`src/rtl/cdb_arbiter.sv`:
```
// Completion-bus arbiter: picks up to N_CDB finished FU results per cycle in
// rotating-priority order and drives them on registered CDB lanes.
module cdb_arbiter #(
    parameter int unsigned N_FU     = 4,
    parameter int unsigned N_CDB    = 2,
    parameter int unsigned TAG_BITS = 6,
    parameter int unsigned XLEN     = 32
) (
    input  logic                                     clock,
    input  logic                                     reset,
    input  logic                                     flush,
    input  logic [N_FU-1:0]                          fu_req,
    input  logic [N_FU-1:0][TAG_BITS-1:0]            fu_tag,
    input  logic [N_FU-1:0][XLEN-1:0]                fu_data,
    input  logic [N_FU-1:0]                          fu_wr_en,
    output logic [N_FU-1:0]                          fu_grant,
    output logic [N_CDB-1:0]                         cdb_valid,
    output logic [N_CDB-1:0][TAG_BITS-1:0]           cdb_tag,
    output logic [N_CDB-1:0][XLEN-1:0]               cdb_data,
    output logic [N_CDB-1:0]                         cdb_wr_en,
    output logic [$clog2(N_CDB):0]                   cdb_count
);

    localparam int unsigned PTR_W = (N_FU > 1) ? $clog2(N_FU) : 1;
    localparam int unsigned CNT_W = $clog2(N_CDB) + 1;

    // Priority pointer and registered lane state
    logic [PTR_W-1:0]                r_rr_ptr;
    logic [N_CDB-1:0]                r_cdb_valid;
    logic [N_CDB-1:0][TAG_BITS-1:0]  r_cdb_tag;
    logic [N_CDB-1:0][XLEN-1:0]      r_cdb_data;
    logic [N_CDB-1:0]                r_cdb_wr_en;
    logic [CNT_W-1:0]                r_cdb_count;

    // Arbitration results for the current cycle
    logic [N_FU-1:0]                 w_grant;
    logic [CNT_W-1:0]                w_cnt;
    logic [PTR_W-1:0]                w_idx;
    logic [PTR_W-1:0]                w_last;
    logic [PTR_W-1:0]                w_rr_next;
    logic [N_CDB-1:0]                w_lane_vld;
    logic [N_CDB-1:0][PTR_W-1:0]     w_lane_src;
    logic [N_CDB-1:0][TAG_BITS-1:0]  w_lane_tag;
    logic [N_CDB-1:0][XLEN-1:0]      w_lane_data;
    logic [N_CDB-1:0]                w_lane_wr;

    // Scan requesters from rr_ptr, granting the first N_CDB eligible ones and packing lanes from 0
    always_comb begin
        w_grant    = '0;
        w_cnt      = '0;
        w_idx      = '0;
        w_last     = r_rr_ptr;
        w_lane_vld = '0;
        w_lane_src = '0;
        if (!reset && !flush) begin
            for (int off = 0; off < int'(N_FU); off++) begin
                w_idx = PTR_W'((32'(r_rr_ptr) + 32'(off)) % N_FU);
                // Tag 0 means "no destination"; such results are never broadcast
                if (fu_req[w_idx] && (fu_tag[w_idx] != '0) && (32'(w_cnt) < N_CDB)) begin
                    w_grant[w_idx] = 1'b1;
                    for (int l = 0; l < int'(N_CDB); l++) begin
                        if (w_cnt == CNT_W'(l)) begin
                            w_lane_vld[l] = 1'b1;
                            w_lane_src[l] = w_idx;
                        end
                    end
                    w_cnt  = w_cnt + CNT_W'(1);
                    w_last = w_idx;
                end
            end
        end
    end

    // Advance priority past the last granted requester; hold when nothing granted
    always_comb begin
        w_rr_next = r_rr_ptr;
        if (w_cnt != '0) begin
            w_rr_next = PTR_W'((32'(w_last) + 32'd1) % N_FU);
        end
    end

    // Steer granted results onto their lanes; idle lanes carry zeros
    always_comb begin
        w_lane_tag  = '0;
        w_lane_data = '0;
        w_lane_wr   = '0;
        for (int l = 0; l < int'(N_CDB); l++) begin
            if (w_lane_vld[l]) begin
                w_lane_tag[l]  = fu_tag[w_lane_src[l]];
                w_lane_data[l] = fu_data[w_lane_src[l]];
                w_lane_wr[l]   = fu_wr_en[w_lane_src[l]];
            end
        end
    end

    // Register lanes and pointer; flush needs no special case since it suppresses all grants
    always_ff @(posedge clock) begin
        if (reset) begin
            r_rr_ptr    <= '0;
            r_cdb_valid <= '0;
            r_cdb_tag   <= '0;
            r_cdb_data  <= '0;
            r_cdb_wr_en <= '0;
            r_cdb_count <= '0;
        end else begin
            r_rr_ptr    <= w_rr_next;
            r_cdb_valid <= w_lane_vld;
            r_cdb_tag   <= w_lane_tag;
            r_cdb_data  <= w_lane_data;
            r_cdb_wr_en <= w_lane_wr;
            r_cdb_count <= w_cnt;
        end
    end

    assign fu_grant  = w_grant;
    assign cdb_valid = r_cdb_valid;
    assign cdb_tag   = r_cdb_tag;
    assign cdb_data  = r_cdb_data;
    assign cdb_wr_en = r_cdb_wr_en;
    assign cdb_count = r_cdb_count;

endmodule

```
`config.mk`:
```
export PLATFORM = sky130hd
export DESIGN_NAME = cdb_arbiter
export DESIGN_NICKNAME = d
export VERILOG_FILES = /design/src/rtl/cdb_arbiter.sv
export SDC_FILE = /design/constraint.sdc
export NUM_CORES = 1
export LEC_CHECK = 0
export CAP_MARGIN = 20
export CORE_MARGIN = 2
export CORE_UTILIZATION = 35
export CTS_CLUSTER_DIAMETER = 100
export DETAILED_ROUTE_END_ITERATION = 8
export GPL_ROUTABILITY_DRIVEN = 0
export GPL_TIMING_DRIVEN = 0
export PLACE_DENSITY_LB_ADDON = 0.1
export SYNTH_ARGS = -nofsm -noshare
export SYNTH_HDL_FRONTEND = slang
export SYNTH_SLANG_ARGS = --single-unit
```
`constraint.sdc`:
```
create_clock -name clock -period 5.1 [get_ports clock]
set_input_delay 1.02 -clock clock [delete_from_list [all_inputs] [get_ports clock]]
set_output_delay 1.02 -clock clock [all_outputs]
set_load 0.01 [all_outputs]
```
==> results.toml, run 1 <==
[synthesis]
ys_types = 53
synth_area_per_cell_um2 = 10.1
synthTopCellsByArea = "dfxtp_1 34%, mux2i_1 33%, o22ai_1 9.9%"
ys_seq_area_share_pct = 34.1
ys_async_sr_fraction_pct = 0
post-synth-top-count-cell = "mux2i_1"
synth_area_um2 = 4930
synth_top_area_cell = "dfxtp_1"
ys.flop_type = "dfxtp_1"
synth_edf_count = 0
synth-seq-cells = 84
syn-num-nets = 664
synth_top_area_share_pct = 34.1
synthCells = 486
synthTopCellsByCount = "160 x mux2i_1, 84 x dfxtp_1, 78 x o22ai_1, 15 x clkbuf_1, 15 x ha_1"
yosysWarnings = 0

[layout]
multi_input_area_um2 = 3160
layout.nets = 925
n_fill_cell = 1182
area_growth_pct = 64.7
drive_gt1_share_pct = 10.3
fin_cells = 932
seq_area_um2 = 1680

[floorplan]
start_util_pct = 35.6
die_h_um = 123
core_area_um2 = 13800
rows = 43
ios = 249
die-area_um2 = 15000
die_w_um = 123

[cts]
h-tree-depth = 3
clock-sinks = 84
cts.path.max_buffers = 2
clkTransAtPathRegs_ns = 0.07
tritoncts = "built"
clkLatencyLatePin_ns = 0.35
postCtsHoldBufs = 0
cts-root-buf = "clkbuf_16"
cts_buffers = 9

[grt]
grt_use_total_pct = 25.7
grt_pass1_wl_um = 29500
antenna_found_initial = 1
grt-ovfl-total = 0
first_global_vias = 5391
grt_max_degree = 14

[routing]
post_drt_wl_per_cell_um = 21.6
vias = 5288
dr.pass1.iters = 7
route.detailed.drc = 0
via_per_inst = 5.67
ant_nets = 0
wl_um = 20100
drt_iter0_drc = 378

[worst_hold_path]
hold_depth = 2
worstHoldPathType = "flop to flop"
min_from = "r_rr_ptr[1]"
min_delay_worst_endpoint = "r_rr_ptr[1]"

[power_and_ir_drop]
power.density_nw_per_um2 = 531
leakage_nw = 3.50
max-vdd-ir-drop_mv = 0.286

[sta]
holdWs_ns = 0.714
hold_violations = 0
finalCritPeriodShare_pct = 97.5
slew_violations = 0
final.setup_skew_ns = 0.00888
tightest_slew_ns = 0.637
period_needed_ns = 4.97
maxSlewHeadroom_pct = 57.5
timing.fmax_mhz = 201
setup_viol = 0

[critical_path]
ff2ff_path_depth = 15
crit_start = "fu_tag[12]"
r2r_slack_ns = 0.58
worst_setup_path_end_kind = "flop"
rr_endpoint = "cdb_data[2]"
critPathArrivalTime_ns = 5.19
r2r-start = "r_rr_ptr[1]"
startpoint_type = "primary input"
crit_fanout = 8
worstPathRequired_ns = 5.32
crit_type = "primary input to flop"

[place]
place_hpwl_um = 14600
port_buffers = 248
dp.cells = 914

[run]
drv_cap = 0

[status]
status = "complete, no violations"
-- report_power, final --
part	internal (W)	total, W	switching (W)
clock	0.000391	0.000677	0.000286
sequential	0.000872	0.000948	0.0000758
combinational	0.00131	0.00269	0.00138
-- layout make-up --
| cell class | instances | share of cell area, % |
|---|---|---|
| plain buffers | 35 | 2.76 |
| inverters | 8 | 0.432 |
| repair buffers | 252 | 30.8 |
| well taps | 180 | 2.78 |
| multi-input cells | 357 | 38.9 |
| clock buffers | 11 | 2.99 |
| diodes | 1 | 0.0308 |
| flip-flops and latches | 84 | 20.7 |
| clock inverters | 4 | 0.601 |
-- routing by layer --
layer	up-vias	global-route usage (%)	wire, um
li1	2429	-	-
met4	0	10.2	534
met3	37	7.62	1650
met5	-	0	0
met1	2564	30.8	8290
met2	258	43.2	9640
-- flip-flops by register name, summed over array words and instances, names as in the netlist --
register	count
cdb_valid	2
cdb_wr_en	2
cdb_count	2
r_rr_ptr	2
cdb_tag	12
cdb_data	64
-- critical path, cell delays in order --
cell and delay (ns):
clkdlybuf4s50_1 0.48, or4_4 0.60, o31a_1 0.30, mux4_2 0.62, ha_4 0.28, inv_1 0.14, nand3_2 0.12, and2_1 0.20
ha_1 0.21, and3_1 0.18, a311o_1 0.41, buf_6 0.17, buf_4 0.18, mux2i_1 0.16, o22ai_1 0.10
-- layout by cell type (no fill, tap or decap), types with 3 or more instances in the layout --
master,count
mux2i_1,158
clkbuf_4,3
o21ai_0,3
buf_4,12
ha_4,3
clkbuf_16,9
and3_1,3
inv_1,5
ha_1,12
dfxtp_1,84
or4_4,3
mux4_2,4
a21oi_1,11
buf_6,5
clkbuf_1,9
a222oi_1,4
clkdlybuf4s50_1,242
nand2_1,11
a31oi_1,3
clkbuf_2,9
buf_2,6
nor2_1,8
o211ai_1,5
o22ai_1,78
a311oi_1,3
-- per-stage QoR --
step | utilization, % | cell area (um^2) | setup TNS, ns | setup slack, ns | total power [W]
finish | 58.7 | 8110 | 0 | 0.127 | 0.00431
global route | 58.7 | 8110 | -0.0206 | -0.0111 | 0.00454
CTS | 57.9 | 8010 | 0 | 0.0151 | 0.00424
detailed placement | 55.2 | 7630 | -46.15 | -0.795 | 0.00350
global placement | 55.2 | 7630 | -45.25 | -0.767 | 0.00347
floorplan | - | 4930 | 0 | 0.483 | 0.00250
-- timing repair --
action,4_1_cts,5_1_grt
setup buffers,3,1
endpoints found under the setup margin,74,76
gates resized for setup,27,42
pin swaps,1,2
-- cells by family after synthesis --
kind of cell / after synthesis / synth area share [%]
AOI/OAI and AO/OA: 134 / 18.4
xor gates and xnor gates: 1 / 0.178
adders and majority gates: 15 / 3.81
buffers and inverters: 45 / 4.47
DFF: 84 / 34.1
muxes: 166 / 34.8
and+or+nand+nor: 41 / 4.19
-- how the worst max path moves through the flow --
stage               depth (start not counted)            to  slack [ns]
CTS                                        15  cdb_data[10]        0.02
detailed placement                         16  cdb_data[29]       -0.80
global route                               15  cdb_data[13]       -0.01
global placement                           16  cdb_data[29]       -0.77
floorplan                                  16  cdb_data[20]        0.48
finish                                     15   cdb_data[2]        0.13
(Power assumes the default switching activity.)
==> run 2: changes to the inputs <==
SKIP_LAST_GASP = 1   (was unset)
==> run 2 against run 1 <==
Design area about the same; total power decreased by 0.17%; final cell count unchanged; hold slack got worse by 0.011 ns; first-iteration DRC count decreased by 2.1%; highest routed layer unchanged.
==> results.toml, run 2 (synthesis gave the netlist of run 1 again) <==
[run]
drv_cap = 0

[sta]
rsz0062_at_grt = "yes"
final.setup_skew_ns = 0.00897
holdWs_ns = 0.703
slew_violations = 0
finalCritPeriodShare_pct = 98.1
hold_violations = 0
maxSlewHeadroom_pct = 57.0
tightest_slew_ns = 0.645
tns_ns = 0
worst_slack_ns = 0.0971
timing.fmax_mhz = 200
setup_viol = 0
period_needed_ns = 5.00

[cts]
tritoncts = "built"
cts.path.max_buffers = 2
clkTransAtPathRegs_ns = 0.06
cts-root-buf = "clkbuf_16"
cts_buffers = 9
h-tree-depth = 3
clock-sinks = 84
clkLatencyLatePin_ns = 0.35

[critical_path]
critPathArrivalTime_ns = 5.22
crit_end = "cdb_data[2]"
crit_start = "fu_tag[12]"
r2r-start = "r_rr_ptr[1]"
path_buf_inv = 4
startpoint_type = "primary input"
r2r_slack_ns = 0.59
max_stage_delay_ns = 0.62
critical_path_depth = 15
worst_setup_path_end_kind = "flop"
cp_top_family = "simple AND/OR/NAND/NOR gates"
cp_slowest_cell = "mux4_2"
worstPathRequired_ns = 5.32
crit_type = "primary input to flop"
crit_fanout = 8
path_cells = "clkdlybuf4s50_1 -> or4_4 -> o31a_1 -> mux4_2 -> ha_4 -> inv_1 -> nand3_1 -> and2_1 -> ha_1 -> and3_1 -> a311o_1 -> buf_6 -> buf_4 -> mux2i_1 -> o22ai_1"
ff2ff_path_depth = 15
rr_endpoint = "cdb_data[2]"

[place]
dp.cells = 914
place_hpwl_um = 14600
port_buffers = 248
preCtsSetupSlack_ns = -0.795
dpl_cell_area_um2 = 7630

[routing]
post_drt_wl_per_cell_um = 21.5
ant_nets = 0
wl_um = 20000
route.detailed.drc = 0
drt_iter0_drc = 370
dr.pass1.iters = 5
via_per_inst = 5.66
vias = 5279

[floorplan]
die_w_um = 123
die_h_um = 123
ios = 249
rows = 43
die-area_um2 = 15000
start_util_pct = 35.6
core_area_um2 = 13800

[grt]
antenna_found_initial = 1
grt_pass1_wl_um = 29500
grt_use_total_pct = 25.7
grt-ovfl-total = 0
first_global_vias = 5391
grt_max_degree = 14

[layout]
drive_gt1_share_pct = 10.1
layout.nets = 925
largest_register_ffs = 64
fin_cells = 932
fin_area_um2 = 8110
mostFrequentLayoutCell = "clkdlybuf4s50_1"
area_growth_pct = 64.6
mostFrequentLayoutCells = "242 x clkdlybuf4s50_1, 158 x mux2i_1, 84 x dfxtp_1"

[power_and_ir_drop]
power.density_nw_per_um2 = 531
max-vdd-ir-drop_mv = 0.285
leakage_nw = 3.50

[status]
status = "complete, no violations"

[worst_hold_path]
worstHoldPathType = "flop to flop"
-- run 2: worst reg2reg max path, stage by stage, from the launching register on --
cell,delay [ns]
dfxtp_1,0.58
inv_1,0.28
ha_1,0.38
clkbuf_1,0.42
mux4_2,0.53
ha_4,0.29
inv_1,0.13
nand3_1,0.14
and2_1,0.21
ha_1,0.21
and3_1,0.19
a311o_1,0.41
buf_6,0.17
buf_4,0.18
mux2i_1,0.17
o22ai_1,0.10
-- run 2: area by class of cell --
type                       instances  area, um^2
sequential                        84        1680
tap                              180         225
multi-input combinational        357        3150
clock inverter                     4        48.8
clock buffer                      11         243
fill                            1180        5720
buffer                            35         224
inverter                           8        35.0
antenna                            1        2.50
timing repair buffer             252        2500
-- run 2: worst min path at each step --
stage	from	endpoint	depth (start not counted)
after CTS	r_rr_ptr[1]	r_rr_ptr[1]	2
after detailed placement	r_rr_ptr[1]	r_rr_ptr[1]	2
after global routing	r_rr_ptr[1]	r_rr_ptr[1]	2
after global placement	r_rr_ptr[1]	r_rr_ptr[1]	2
after floorplan	r_rr_ptr[1]	r_rr_ptr[1]	2
final	r_rr_ptr[1]	r_rr_ptr[1]	2
-- run 2: timing repair --
action | 4_1_cts | 5_1_grt
endpoints found under the setup margin | 74 | 76
gates resized for setup | 27 | 40
hold buffers | 0 | 0
endpoints found under the hold margin | 0 | 0
pin swaps | 1 | 2
setup buffers | 3 | 1
-- run 2: per-layer routing --
| layer | share of wire (%) | GRT usage, % | wire length (um) | up-vias |
|---|---|---|---|---|
| met3 | 8.1 | 7.62 | 1630 | 42 |
| met2 | 48 | 43.2 | 9590 | 251 |
| li1 | - | - | - | 2432 |
| met1 | 41 | 30.8 | 8250 | 2554 |
| met4 | 2.8 | 10.2 | 565 | 0 |
| met5 | 0 | 0 | 0 | - |
-- run 2: report_power, final --
part / internal (W) / switching [W]
Combinational: 0.00131 / 0.00137
Sequential: 0.000872 / 0.0000752
Clock: 0.000391 / 0.000286
-- run 2: through the flow --
step	total power [W]	utilization (%)
finish	0.00430	58.6
global placement	0.00347	55.2
CTS	0.00424	57.9
detailed placement	0.00350	55.2
floorplan	0.00250	-
global route	0.00454	58.6
==> run 3: changes to the inputs <==
CORE_UTILIZATION = 40   (was 35)
==> run 3 against run 2 <==
Total power rose by 0.75%; hold slack improved by 0.015 ns; routed wire length decreased by 0.77%; sequential power about the same; fmax decreased by 0.69%; design area fell by 0.57%; final cell count shrank 3.1%; clock power grew 3.8%; critical path type unchanged.
==> results.toml, run 3 (synthesis gave the netlist of run 1 again) <==
[layout]
seq_area_um2 = 1680
fin_util_pct = 67.1
mostFrequentLayoutCell = "clkdlybuf4s50_1"
mostFrequentLayoutCells = "243 x clkdlybuf4s50_1, 158 x mux2i_1, 84 x dfxtp_1"
fin_cells = 903
area_growth_pct = 63.6
fin_area_um2 = 8060
antenna_cells = 0
largest_register_ffs = 64
multi_input_area_um2 = 3130
n_fill_cell = 977
drive_gt1_share_pct = 10.3
layout.nets = 929

[floorplan]
ios = 249
core_area_um2 = 12000
start_util_pct = 41.0
die_h_um = 115
rows = 40
die-area_um2 = 13200
die_w_um = 115

[critical_path]
critical_path_depth = 14
critPathArrivalTime_ns = 5.23
path_cells = "clkdlybuf4s50_1 -> or4_4 -> o31a_1 -> mux4_2 -> ha_4 -> inv_2 -> nand3_1 -> and2_1 -> ha_1 -> nand2_1 -> o221ai_1 -> o211ai_1 -> clkbuf_1 -> o22ai_1"
ff2ff_path_depth = 14
startpoint_type = "primary input"
path_buf_inv = 3
worst_setup_path_end_kind = "flop"
max_stage_delay_ns = 0.60
cp_top_family = "buffers and inverters"
worstPathRequired_ns = 5.30
r2r_slack_ns = 0.54
crit_type = "primary input to flop"
cp_slowest_cell = "mux4_2"
crit_fanout = 10

[routing]
dr.pass1.iters = 7
vias = 5291
route.detailed.drc = 0
via_per_inst = 5.86
ant_nets = 0
drt_iter0_drc = 357
post_drt_wl_per_cell_um = 22.0
wl_um = 19900

[sta]
final.setup_skew_ns = 0.00616
hold_violations = 0
rsz0062_at_grt = "yes"
finalCritPeriodShare_pct = 98.8
tightest_slew_ns = 0.674
tns_ns = 0
timing.fmax_mhz = 199
setup_viol = 0
maxSlewHeadroom_pct = 55.1
slew_violations = 0
period_needed_ns = 5.04

[status]
status = "complete, no violations"

[power_and_ir_drop]
internal-power_w = 0.00261
leakage_nw = 3.49
clockPowerShare_pct = 16.2
power_frac_comb_pct = 62.0
p_sw_w = 0.00173
max-vdd-ir-drop_mv = 0.312
p_sw_share_pct = 39.9
power_frac_seq_pct = 21.8
power.density_nw_per_um2 = 538

[cts]
cts_buffers = 9
tritoncts = "built"
postCtsHoldBufs = 0
clkLatencyLatePin_ns = 0.35
clock-sinks = 84
cts.path.max_buffers = 2
cts-root-buf = "clkbuf_16"
clkTransAtPathRegs_ns = 0.06
h-tree-depth = 3

[place]
place_hpwl_um = 14400
dp.cells = 881
dpl_cell_area_um2 = 7590
port_buffers = 248

[grt]
antenna_found_initial = 0
first_global_vias = 5333
grt_use_total_pct = 28.9
grt_pass1_wl_um = 29400
grt_max_degree = 14
grt-ovfl-total = 0

[run]
drv_cap = 0

[worst_hold_path]
worstHoldPathType = "flop to flop"
hold_depth = 2
-- run 3: per-stage QoR --
step	power [W]	setup slack [ns]	hold WS [ns]
after floorplan	0.00250	0.483	0.595
after global placement	0.00344	-0.641	0.679
after detailed placement	0.00348	-0.738	0.707
final	0.00434	0.0622	0.718
after global routing	0.00454	-0.0553	0.745
after CTS	0.00424	-0.0180	0.714
-- run 3: worst paths after layout --
check              start          end
min          r_rr_ptr[1]  r_rr_ptr[1]
max           fu_tag[18]  cdb_data[8]
max reg2reg  r_rr_ptr[1]  cdb_data[8]
min reg2reg  r_rr_ptr[1]  r_rr_ptr[1]
-- run 3: layer usage --
metal  part of all wire, %  GRT usage (%)
met3                   7.7           6.22
met5                     0              0
met2                    49           50.1
met4                   3.7           13.6
met1                    39           33.9
-- run 3: area by class of cell --
type,count,share of cell area (%)
plain buffers,35,2.47
clock buffers,13,3.35
clock inverters,3,0.543
inverters,8,0.435
multi-input cells,357,38.8
flip-flops and latches,84,20.9
well taps,147,2.28
repair buffers,256,31.3
-- run 3: power by group through the flow --
stage	combinational (W)	clock, W	sequential (W)
2_1_floorplan	0.00144	0	0.00106
6_report	0.00269	0.000703	0.000945
5_1_grt	0.00283	0.000742	0.000964
3_5_place_dp	0.00252	0	0.000960
4_1_cts	0.00258	0.000712	0.000946
3_3_place_gp	0.00248	0	0.000956
-- run 3: worst register-to-register path, delay by kind of cell (launching register included) --
| family | cells | cell delay [ns] |
|---|---|---|
| AO/OA/AOI/OAI | 3 | 0.57 |
| buffers and inverters | 4 | 1.36 |
| multiplexers | 1 | 0.51 |
| AND/OR/NAND/NOR | 3 | 0.52 |
| adder cells (fa/ha/maj) | 3 | 0.84 |
| flip-flops | 1 | 0.60 |
-- run 3: timing repair --
action | 4_1_cts | 5_1_grt
pin swaps | 0 | 2
cloned | 0 | 0
setup buffers | 2 | 6
setup endpoints to repair | 82 | 69
resized for setup | 25 | 20
